### config.mk
export PLATFORM = sky130hd
export DESIGN_NAME = mod_arbiter
export DESIGN_NICKNAME = d
export VERILOG_FILES = /design/src/rtl/mod_arbiter.sv
export SDC_FILE = /design/constraint.sdc
export NUM_CORES = 1
export LEC_CHECK = 0
export ABC_AREA = 0
export CAP_MARGIN = 20
export CORE_UTILIZATION = 35
export CTS_BUF_LIST = sky130_fd_sc_hd__clkbuf_16
export DETAILED_ROUTE_END_ITERATION = 10
export SYNTH_ARGS = -nofsm -noshare
export SYNTH_HDL_FRONTEND = slang
export SYNTH_SLANG_ARGS = --single-unit
export TNS_END_PERCENT = 100
### constraint.sdc
create_clock -name i_clock -period 3.7 [get_ports i_clock]
set_input_delay 0.74 -clock i_clock [delete_from_list [all_inputs] [get_ports i_clock]]
set_output_delay 0.74 -clock i_clock [all_outputs]
set_load 0.1 [all_outputs]
### src/rtl/mod_arbiter.sv
// Round-robin arbiter that shares one repeated-subtraction engine among NREQ requesters.
// Each job returns val rounded down to a multiple of div, plus the remainder.
module mod_arbiter #(
    parameter int unsigned NREQ   = 4,
    parameter int unsigned DATA_W = 8,
    parameter int unsigned DIV_W  = 5
) (
    input  logic                    i_clock,
    input  logic                    i_reset,
    input  logic [NREQ-1:0]         i_req,
    input  logic [NREQ*DATA_W-1:0]  i_req_val,
    input  logic [NREQ*DIV_W-1:0]   i_req_div,
    output logic [NREQ-1:0]         o_grant,
    output logic [NREQ-1:0]         o_done,
    output logic [DATA_W-1:0]       o_result,
    output logic [DATA_W-1:0]       o_remainder,
    output logic                    o_err_div0,
    output logic                    o_busy
);

    localparam int unsigned IDX_W = (NREQ > 1) ? $clog2(NREQ) : 1;

    typedef enum logic [0:0] {StIdle, StCalc} state_e;

    state_e              r_state;
    logic [IDX_W-1:0]    r_ptr;
    logic [NREQ-1:0]     r_sel;
    logic [NREQ-1:0]     r_grant;
    logic [NREQ-1:0]     r_done;
    logic [DATA_W-1:0]   r_val;
    logic [DIV_W-1:0]    r_div;
    logic [DATA_W-1:0]   r_rem;
    logic [DATA_W-1:0]   r_result;
    logic [DATA_W-1:0]   r_remainder;
    logic                r_err;
    logic                r_busy;

    logic                w_found;
    logic [IDX_W-1:0]    w_idx;
    logic [IDX_W-1:0]    w_cand;
    logic [IDX_W-1:0]    w_ptr_next;
    int unsigned         w_j;
    logic [NREQ-1:0]     w_onehot;
    logic [DATA_W-1:0]   w_val;
    logic [DIV_W-1:0]    w_div;
    logic [DATA_W-1:0]   w_div_ext;

    // First requester at or after the pointer, wrapping modulo NREQ.
    always_comb begin
        w_found = 1'b0;
        w_idx   = '0;
        w_cand  = '0;
        w_j     = 0;
        for (int unsigned k = 0; k < NREQ; k++) begin
            w_j = 32'(r_ptr) + k;
            if (w_j >= NREQ) w_j = w_j - NREQ;
            w_cand = IDX_W'(w_j);
            if (!w_found && i_req[w_cand]) begin
                w_found = 1'b1;
                w_idx   = w_cand;
            end
        end
    end

    always_comb begin
        w_onehot = '0;
        w_val    = '0;
        w_div    = '0;
        for (int unsigned s = 0; s < NREQ; s++) begin
            if (IDX_W'(s) == w_idx) begin
                w_onehot[s] = 1'b1;
                w_val       = i_req_val[s*DATA_W +: DATA_W];
                w_div       = i_req_div[s*DIV_W +: DIV_W];
            end
        end
    end

    assign w_ptr_next = (w_idx == IDX_W'(NREQ - 1)) ? '0 : w_idx + IDX_W'(1);
    assign w_div_ext  = DATA_W'(r_div);

    always_ff @(posedge i_clock) begin
        if (i_reset) begin
            r_state     <= StIdle;
            r_ptr       <= '0;
            r_sel       <= '0;
            r_grant     <= '0;
            r_done      <= '0;
            r_val       <= '0;
            r_div       <= '0;
            r_rem       <= '0;
            r_result    <= '0;
            r_remainder <= '0;
            r_err       <= 1'b0;
            r_busy      <= 1'b0;
        end else begin
            r_grant <= '0;
            r_done  <= '0;
            r_err   <= 1'b0;
            case (r_state)
                StIdle: begin
                    r_busy <= 1'b0;
                    if (w_found) begin
                        r_grant <= w_onehot;
                        r_sel   <= w_onehot;
                        r_val   <= w_val;
                        r_div   <= w_div;
                        r_rem   <= w_val;
                        r_ptr   <= w_ptr_next;
                        r_busy  <= 1'b1;
                        r_state <= StCalc;
                    end
                end
                StCalc: begin
                    // busy is left untouched so it stays high through the done cycle
                    if (r_div == '0) begin
                        r_result    <= r_val;
                        r_remainder <= '0;
                        r_done      <= r_sel;
                        r_err       <= 1'b1;
                        r_state     <= StIdle;
                    end else if (r_rem >= w_div_ext) begin
                        r_rem <= r_rem - w_div_ext;
                    end else begin
                        r_result    <= r_val - r_rem;
                        r_remainder <= r_rem;
                        r_done      <= r_sel;
                        r_state     <= StIdle;
                    end
                end
                default: r_state <= StIdle;
            endcase
        end
    end

    assign o_grant     = r_grant;
    assign o_done      = r_done;
    assign o_result    = r_result;
    assign o_remainder = r_remainder;
    assign o_err_div0  = r_err;
    assign o_busy      = r_busy;

endmodule
==> impl_results.md, run 1 <==
* Outcome: finished clean
* Worst slew margin at 33.5%
* Die area at 9060 sq um
* FMAX at 0.301 GHz
* Met3 Use GR at 3.75%
* Synth area leaders: dfxtp_1 (36%), ha_1 (6.6%), a211oi_1 (5.4%)
* Remaining Overflow, GRT at 0
* Starting Density at 36.6%
* Count leader, synth: dfxtp_1
* Setup bufs post-CTS at 0
* Crit path capture: r_rem[2]$_SDFFE_PP0P_
* Flop2flop setup slack at 0.95 ns
* Routed WL at 8.30 mm
* CP delay by family, top: compound AO/OA/AOI/OAI gates
* Buf/Inv on CP at 3
* Top post-synthesis cells by count: dfxtp_1 (54), nand2_1 (43), nor2_1 (31)
* Area grow syn2layout at 34.2%
* Routed len/inst at 14.8 um
* Worst Setup SP: i_req[0]
* Syn nets at 456
* Post-route DRC at 0
* Synthesized area at ~3000 sq um
* Synth Register Bits at 54
* Worst setup EP type: register
* Global Route met1 Usage at 24.7%
* Root Buffer: clkbuf_16
* Post-synth top area share at 35.6%
* Power density cells at just under 900 nW/um^2
* Filler cells at 811
* Final core occ at 49.1%
* Clock-pin slew on the worst setup and hold paths at 0.07 ns
* Max cap viols at 0
* Data required time of the critical path at 3.91 ns
* Top_reg_cell synth: dfxtp_1
* Hold buffer count at CTS at 0
* Reg-to-reg endpoint: o_done[2]$_SDFF_PP0_
* Final ANT Viol Nets at 0
* Routability congestion estimate at 0.845
* Fin crit period at 3.33 ns
* Average size of a mapped cell at 7.99 sq um
* Syn. warnings at 0
* First-pass GRT wire length at 13.4 mm
* CP arrival at roughly 3.5 ns
* Endpoints failing hold at 0
* RR Startpoint: r_rem[0]$_SDFFE_PP0P_
* Setup Skew at 0.00569 ns
* R2R depth at 9
* Crit-path slowest cell: nor2b_1
* Worst-path maximum fanout at 10
* Most Crowded Layer GR: met2
* GR Util met2 at between 30% and 40%
* Cells after Synth at 380
* Startpoint Class: input port
* Worst path depth at 14
* Worst-margin pin slew at 0.994 ns
* Fraction of layout cells with a size suffix above 1 at 4.41%
* Cts repair resizes at 0
* Static Leakage at 0.00156 uW
* CP peak stage delay at 0.57 ns
* Largest net degree at the start of global routing at 24
* Via density at ~5.3
* Final Max Slew Viols at 0
* Initial antenna violation count at 0
* Clock Latency Late Sink at 0.29 ns
* Area leader, netlist: dfxtp_1
* Max Buffers Root-to-Sink at 2
* Die Height at 95.2 um
* Routed vias at 2938
* DRT Pass-1 Iters at 4
* Core area at between 8000 and 9000 sq um
* Ant diodes at 0
* Final setup viols at 0
* Site row count at 33
* Tot Pwr at approximately 3600 uW
* Detailed placer's ending HPWL at 6.42 mm
* TritonCTS Buffers at 5
* Async set-reset flop share out of synthesis at 0%
* NumNets Final at between 500 and 600
* WS Path Type: input port to register
* CP dominant cell by count: a21oi_1
* CTS tree: done
* Register area share after synthesis at between 30% and 40%
* I/O Buffers at 83
* Initial drt markers at 96
* Vias in the first global route at 2736
* Period utilization at 89.9%
* Post-synth EDFFs at 0
* Peak VDD IR at between 200 and 300 uV
* Unrepaired setup endpoints after global routing: false
* Netlist cell types at 48
* Die W at 95.2 um
* H-tree levels at 2
* IO Pins at 84
* # clock sinks at 54
* GRT Total Usage at between 10% and 20%
* CP Cell Sequence: clkdlybuf4s50_1 > inv_1 > nor2_1 > a21oi_1 > o22ai_1 > a21oi_1 > inv_1 > ha_1 > nor2b_1 > a221oi_1 > a211o_1 > a21oi_1 > a311oi_1 > a211oi_1
* Hold crit path type: register to register
* Setup TNS at 0 ns
## registers in the layout (all words and copies together), names as in the netlist, 2 cells and up
register     flops
o_remainder      8
r_div            5
o_grant          4
r_sel            4
o_done           4
r_rem            8
r_ptr            2
r_val            8
o_result         8
## worst reg2reg max path, stage by stage (launching register included)
cell and delay [ns]:
dfxtp_1 0.39, inv_1 0.07, ha_1 0.21, fa_1 0.38, nand2b_1 0.21, a21o_1 0.24, a31oi_2 0.24, nand2b_1 0.54
nor2_1 0.16, and2_1 0.22
## worst min path at each step
stage | from | end | slack [ns] | cells after the start
4_1_cts | o_remainder[1]$_SDFFE_PP0P_ | o_remainder[1]$_SDFFE_PP0P_ | 0.46 | 2
3_3_place_gp | r_sel[3]$_SDFFE_PP0P_ | r_sel[3]$_SDFFE_PP0P_ | 0.44 | 2
6_report | o_result[0]$_SDFFE_PP0P_ | o_result[0]$_SDFFE_PP0P_ | 0.45 | 2
2_1_floorplan | r_sel[0]$_SDFFE_PP0P_ | o_done[0]$_SDFF_PP0_ | 0.43 | 1
5_1_grt | o_remainder[2]$_SDFFE_PP0P_ | o_remainder[2]$_SDFFE_PP0P_ | 0.48 | 2
3_5_place_dp | r_sel[3]$_SDFFE_PP0P_ | o_done[3]$_SDFF_PP0_ | 0.44 | 1
## cell type report
cell class              count  area (sq um)  area share (%)
multi-input cells         275          1730            42.5
inverters                  26          97.6            2.39
repair buffers             91           891            21.9
clock inverters             3          17.5           0.430
flip-flops and latches     54          1080            26.5
well taps                 105           131            3.22
clock buffers               5           125            3.07
## stage by stage
stage                     setup slack, ns  area (sq um)  cells  hold WS (ns)
after floorplan                     0.961          3040    380         0.430
after global routing                0.104          4080    559         0.477
final                               0.374          4080    559         0.454
after CTS                           0.381          4080    559         0.457
after detailed placement           0.0936          3930    551         0.441
after global placement              0.198          3930    551         0.439
## per-layer routing
metal / wire length, um / up-vias
met4: 204 / 0
met3: 454 / 16
met2: 3820 / 101
met1: 3810 / 1330
li1: - / 1491
met5: 0 / -
## cells in the final DEF, fill, tap and decap left out, types with 8 or more instances in the layout
cell | Yosys | routed
and2_1 | 10 | 10
a221oi_1 | 12 | 12
a211oi_1 | 22 | 22
nor3_1 | 18 | 18
buf_4 | 3 | 8
nand2_1 | 43 | 43
a21oi_1 | 29 | 29
nor2b_1 | 15 | 15
ha_1 | 16 | 16
inv_1 | 25 | 26
dfxtp_1 | 54 | 54
nand3_1 | 15 | 15
clkdlybuf4s50_1 | 0 | 83
nor2_1 | 31 | 31
## report_power, final
group | switching [uW] | internal [uW] | total, uW
Combinational | 1430 | 802 | 2230
Clock | 214 | 249 | 463
Sequential | 144 | 745 | 889
Total | 1790 | 1800 | 3590
## kinds of logic (layout without fill, tap and decap cells)
kind of cell,Yosys count,after routing,synth area share (%)
AND/OR/NAND/NOR,147,147,23.1
AO/OA/AOI/OAI,104,104,24.2
flip-flops,54,54,35.6
buffers and inverters,51,125,7.37
adder cells (fa/ha/maj),18,18,7.91
XOR/XNOR,4,4,1.15
multiplexers,2,2,0.659
(Power assumes the default switching activity.)
==> run 2: changes to the inputs <==
--- a/config.mk
+++ b/config.mk
@@ -6,10 +6,11 @@
 export NUM_CORES = 1
 export LEC_CHECK = 0
 export ABC_AREA = 0
-export CAP_MARGIN = 20
-export CORE_UTILIZATION = 35
+export CORE_UTILIZATION = 45
 export CTS_BUF_LIST = sky130_fd_sc_hd__clkbuf_16
 export DETAILED_ROUTE_END_ITERATION = 10
+export GPL_ROUTABILITY_DRIVEN = 1
+export PLACE_DENSITY = 0.76
 export SYNTH_ARGS = -nofsm -noshare
 export SYNTH_HDL_FRONTEND = slang
 export SYNTH_SLANG_ARGS = --single-unit
==> run 2 against run 1 <==
  * The flow now finishes with violations (DRC)
  * Final cell count is 5.4% lower
  * Clock-buffer cell count unchanged
  * Via count rose by 1.2%
  * Power shrank 1.1%
  * Fmax decreased by 0.25%
  * First-iteration DRC count is 36% higher
  * Flip-flop and latch count is the same
  * Critical path depth is the same
  * Critical endpoint is now r_rem[3]$_SDFFE_PP0P_
  * Largest power group unchanged
==> impl_results.md, run 2 (synthesis results as in run 1) <==
* Filler cells at ~600
* Power density cells at 882 nW/um^2
* Endpoints failing hold at 0
* Remaining Overflow, GRT at 0
* Site row count at 29
* First-pass GRT wire length at 13.5 mm
* Unrepaired setup endpoints after global routing: false
* Period utilization at between 90% and 100%
* Die Height at 84.2 um
* Fraction of layout cells with a size suffix above 1 at between 3 and 4%
* Sequential fraction of design power at approximately a quarter
* Cts repair resizes at 0
* Worst-margin pin slew at 0.972 ns
* Setup bufs post-CTS at 0
* Starting Density at 47.3%
* Clock Latency Late Sink at 0.29 ns
* Root Buffer: clkbuf_16
* Outcome: finished with violations
* DP Area at 3880 sq um
* Die W at 84.2 um
* Post-route DRC at 4
* Final setup viols at 0
* Setup Skew at 0.00587 ns
* Ant diodes at 0
* Max cap viols at 0
* FMAX at 0.300 GHz
* Most common cell after layout, fill and taps aside: clkdlybuf4s50_1
* Hold path cells at 2
* Max Buffers Root-to-Sink at 2
* Clk network pwr share at between 10% and 20%
* Final core occ at a little over three fifths
* Static Leakage at between 0.0015 and 0.002 uW
* Routed vias at 2972
* Worst-path maximum fanout at 7
* Post-Layout Inst Area at 4030 sq um
* CP arrival at 3.52 ns
* Failing checks: DRC
* Die area at 7080 sq um
* Crit-path slowest cell: clkdlybuf4s50_1
* # clock sinks at between 50 and 60
* H-tree levels at 2
* Comb pwr share at just over 60%
* Vias in the first global route at 2884
* Fin crit period at 3.33 ns
* Setup TNS at 0 ns
* GRT Total Usage at 23.9%
* Worst slew margin at between 30% and 40%
* Sw frac at 49.6%
* Peak VDD IR at 340 uV
* CP peak stage delay at 0.53 ns
* Final Max Slew Viols at 0
* Final ANT Viol Nets at 0
* Initial antenna violation count at 0
* WS Path Type: input port to register
* Net load switching power at 1760 uW
* TritonCTS Buffers at 5
* Most frequent cells in the layout: clkdlybuf4s50_1 (83), dfxtp_1 (54), nand2_1 (43)
* Detailed placer's ending HPWL at 6.27 mm
* CP dominant cell by count: a21oi_1
* Data required time of the critical path at a little under 4 ns
* I/O Buffers at 83
* Area grow syn2layout at 32.5%
* CP Cell Sequence: clkdlybuf4s50_1 > inv_1 > a21oi_1 > o22ai_1 > a21oi_1 > inv_1 > ha_1 > nor2b_1 > buf_4 > a221oi_1 > nor3_1 > a211oi_1 > a21oi_1 > o21a_1
* Cell internal pwr at approximately 1800 uW
* Hold crit path type: register to register
* Initial drt markers at 131
* Routed WL at 8.00 mm
* R2R depth at 13
* DRT Pass-1 Iters at 7
* Core area at 6420 sq um
* Routability congestion estimate at just under 0.9
* Clock-pin slew on the worst setup and hold paths at 0.07 ns
* Largest net degree at the start of global routing at 29
* Hold buffer count at CTS at 0
* Startpoint Class: input port
* CTS tree: done
* Via density at approximately 5.6
* IO Pins at 84
* Routed len/inst at ~15 um
* NumNets Final at between 500 and 600
* Worst setup EP type: register
run 2: cell types whose count changed in the layout (fill, tap and decap cells not counted):
cell,previous run,this run
buf_4,8,6
clkinv_1,1,2
clkinv_4,1,0
clkinvlp_4,0,1
inv_1,26,25
run 2: power groups by stage:
stage | clock (uW) | combinational (uW) | sequential [uW]
6_report | 455 | 2200 | 891
4_1_cts | 461 | 2200 | 889
5_1_grt | 488 | 2430 | 914
2_1_floorplan | 0 | 1380 | 1240
3_3_place_gp | 0 | 2150 | 896
3_5_place_dp | 0 | 2190 | 902
run 2: through the flow:
stage / setup slack [ns] / std cells / total power, uW / hold WS [ns]
6_report: 0.366 / 529 / 3550 / 0.450
5_1_grt: 0.132 / 529 / 3830 / 0.475
4_1_cts: 0.402 / 529 / 3550 / 0.454
3_5_place_dp: 0.114 / 521 / 3090 / 0.445
3_3_place_gp: 0.250 / 521 / 3050 / 0.439
2_1_floorplan: 0.961 / 380 / 2620 / 0.430
run 2: worst max-delay path, delay by kind of cell:
kind / cells / cell delay (ns)
adders and majority gates: 1 / 0.26
buffers and inverters: 4 / 0.90
and+or+nand+nor: 2 / 0.34
AOI/OAI and AO/OA: 7 / 1.26
run 2: final timing paths:
kind	startpoint	slack (ns)	endpoint
max	i_req[1]	0.37	r_rem[3]$_SDFFE_PP0P_
min	o_remainder[4]$_SDFFE_PP0P_	0.45	o_remainder[4]$_SDFFE_PP0P_
max reg2reg	r_ptr[0]$_SDFFE_PP0P_	0.97	r_rem[3]$_SDFFE_PP0P_
min reg2reg	o_remainder[4]$_SDFFE_PP0P_	0.45	o_remainder[4]$_SDFFE_PP0P_
run 2: cell type report:
type / instances / area (sq um) / area share (%)
Multi-Input combinational cell: 275 / 1730 / 43.1
Sequential cell: 54 / 1080 / 26.9
Timing Repair Buffer: 89 / 876 / 21.8
Clock buffer: 5 / 125 / 3.11
Inverter: 26 / 97.6 / 2.42
Tap cell: 77 / 96.3 / 2.39
Clock inverter: 3 / 16.3 / 0.404
run 2: per-layer routing:
| layer | GRT usage, % | wire length [um] | share of wire, % |
|---|---|---|---|
| met2 | 42.2 | 3960 | 50 |
| met1 | 29.6 | 3520 | 44 |
| met5 | 0 | 0 | 0 |
| met3 | 4.13 | 434 | 5.4 |
| met4 | 7.99 | 82 | 1.0 |
==> run 3: changes to the inputs <==
--- a/config.mk
+++ b/config.mk
@@ -10,7 +10,9 @@
 export CTS_BUF_LIST = sky130_fd_sc_hd__clkbuf_16
 export DETAILED_ROUTE_END_ITERATION = 10
 export GPL_ROUTABILITY_DRIVEN = 1
+export GPL_TIMING_DRIVEN = 0
 export PLACE_DENSITY = 0.76
+export REMOVE_ABC_BUFFERS = 1
 export SYNTH_ARGS = -nofsm -noshare
 export SYNTH_HDL_FRONTEND = slang
 export SYNTH_SLANG_ARGS = --single-unit
==> run 3 against run 2 <==
  * The flow still finishes with violations (DRC)
  * Flip-flop and latch count unchanged
  * Die area unchanged
  * Power up 1.4%
  * Sequential share of layout area up 0.075 points
  * Worst setup slack worse by 0.087 ns
  * Clock power up 18%
  * Cell area down 0.28%
  * Clock skew down 0.0023 ns
  * Critical path type unchanged
  * Largest cell class unchanged
  * Highest routed layer unchanged
==> impl_results.md, run 3 (synthesis results as in run 1) <==
* Outcome: finished with violations
* Failing checks: DRC
* CP arrival at approximately 3.6 ns
* Cell internal pwr at 1850 uW
* First-pass GRT wire length at 12.6 mm
* Remaining Overflow, GRT at 0
* Clock-pin slew on the worst setup and hold paths at 0.07 ns
* I/O Buffers at 83
* CTS tree: done
* Setup Skew at 0.00352 ns
* Setup bufs post-CTS at 0
* Peak VDD IR at 320 uV
* Setup TNS at 0 ns
* TritonCTS Buffers at 5
* Initial antenna violation count at 0
* Fraction of layout cells with a size suffix above 1 at 3.58%
* Worst slew margin at 32.7%
* Tot Pwr at 3600 uW
* Worst-path maximum fanout at 29
* Net load switching power at ~1700 uW
* DRT Pass-1 Iters at 7
* Static Leakage at 0.00153 uW
* CP Cell Sequence: clkdlybuf4s50_1 > inv_1 > a21oi_1 > o22ai_1 > a21oi_1 > ha_1 > nor3_1 > a211oi_1 > a21oi_1 > o21a_1
* Power density cells at 897 nW/um^2
* CP dominant cell by count: a21oi_1
* Via density at 5.53
* Unrepaired setup endpoints after global routing: false
* Data required time of the critical path at around 4 ns
* Core area at 6420 sq um
* Clk network pwr share at 14.9%
* NumNets Final at about 520
* Initial drt markers at 168
* R2R depth at 9
* Die W at 84.2 um
* Hold buffer count at CTS at 0
* DP Area at 3830 sq um
* GRT Total Usage at about 22%
* Routed vias at 2899
* H-tree levels at 2
* Die area at a little over 7000 sq um
* Area grow syn2layout at 32.1%
* Hold crit path type: register to register
* Fin crit period at between 3 and 4 ns
* Sw frac at around half
* Worst-margin pin slew at 1.01 ns
* Most common cell after layout, fill and taps aside: clkdlybuf4s50_1
* Largest net degree at the start of global routing at 50
* Routability congestion estimate at a little under 0.9
* Flop2flop setup slack at 0.91 ns
* Final Max Slew Viols at 0
* Max Buffers Root-to-Sink at 2
* Starting Density at 47.3%
* Most frequent cells in the layout: clkdlybuf4s50_1 (82), dfxtp_1 (54), nand2_1 (43)
* Startpoint Class: input port
* Routed len/inst at 14.0 um
* Post-route DRC at 8
* Site row count at 29
* Hold path cells at 2
* Crit-path slowest cell: ha_1
* Routed WL at ~7.4 mm
* Clock Latency Late Sink at ~0.29 ns
* Ant diodes at 0
* Post-Layout Inst Area at 4010 sq um
* Sequential fraction of design power at 24.4%
* CP peak stage delay at 0.89 ns
* # clock sinks at 54
* FMAX at 0.292 GHz
* Max cap viols at 0
* Period utilization at 92.5%
* Endpoints failing hold at 0
* Final setup viols at 0
* Detailed placer's ending HPWL at between 5 and 6 mm
* Final ANT Viol Nets at 0
* Comb pwr share at 60.7%
* Vias in the first global route at roughly 2800
* WS Path Type: input port to register
* Worst setup EP type: register
* Root Buffer: clkbuf_16
* IO Pins at 84
* Die Height at 84.2 um
-- run 3: what timing repair did --
action | 4_1_cts | 5_1_grt
setup endpoints to repair | 8 | 5
cloned | 0 | 0
resized for setup | 1 | 1
-- run 3: power by group through the flow --
stage	logic [uW]	clock network, uW	registers (uW)
5_1_grt	2390	568	904
3_3_place_gp	2110	0	883
4_1_cts	2170	543	877
2_1_floorplan	1270	0	1250
6_report	2190	535	878
3_5_place_dp	2150	0	891
-- run 3: final timing paths --
check / start / endpoint
worst max-delay path: i_req[1] / r_rem[3]$_SDFFE_PP0P_
worst min-delay path: o_remainder[3]$_SDFFE_PP0P_ / o_remainder[3]$_SDFFE_PP0P_
worst max register to register: r_ptr[0]$_SDFFE_PP0P_ / r_rem[3]$_SDFFE_PP0P_
worst min register to register: o_remainder[3]$_SDFFE_PP0P_ / o_remainder[3]$_SDFFE_PP0P_
-- run 3: area by class of cell --
type,instances,area [sq um]
fill,575,2410
multi-input combinational,275,1740
sequential,54,1080
timing repair buffer,84,833
clock buffer,5,125
inverter,26,97.6
tap,77,96.3
clock inverter,3,42.5
-- run 3: routing by layer --
| metal | global-route usage (%) | up-vias | wire length [um] |
|---|---|---|---|
| li1 | - | 1481 | - |
| met1 | 27.6 | 1312 | 3230 |
| met2 | 38.1 | 96 | 3590 |
| met3 | 3.64 | 10 | 443 |
| met4 | 6.43 | 0 | 87 |
| met5 | 0 | - | 0 |
-- run 3: critical path, delay by kind of cell --
kind,cells,cell delay [ns]
AO/OA/AOI/OAI,6,1.17
adder cells (fa/ha/maj),1,0.89
buffers and inverters,2,0.61
AND/OR/NAND/NOR,1,0.20
-- run 3: metrics by stage --
| stage | std cells | worst slack, ns | utilization [%] | hold slack [ns] |
|---|---|---|---|---|
| floorplan | 355 | 0.745 | - | 0.426 |
| global placement | 515 | -0.415 | 59.8 | 0.438 |
| detailed placement | 515 | -0.444 | 59.7 | 0.445 |
| CTS | 523 | 0.0556 | 62.3 | 0.455 |
| global route | 524 | 0.0528 | 62.5 | 0.473 |
| finish | 524 | 0.279 | 62.5 | 0.452 |
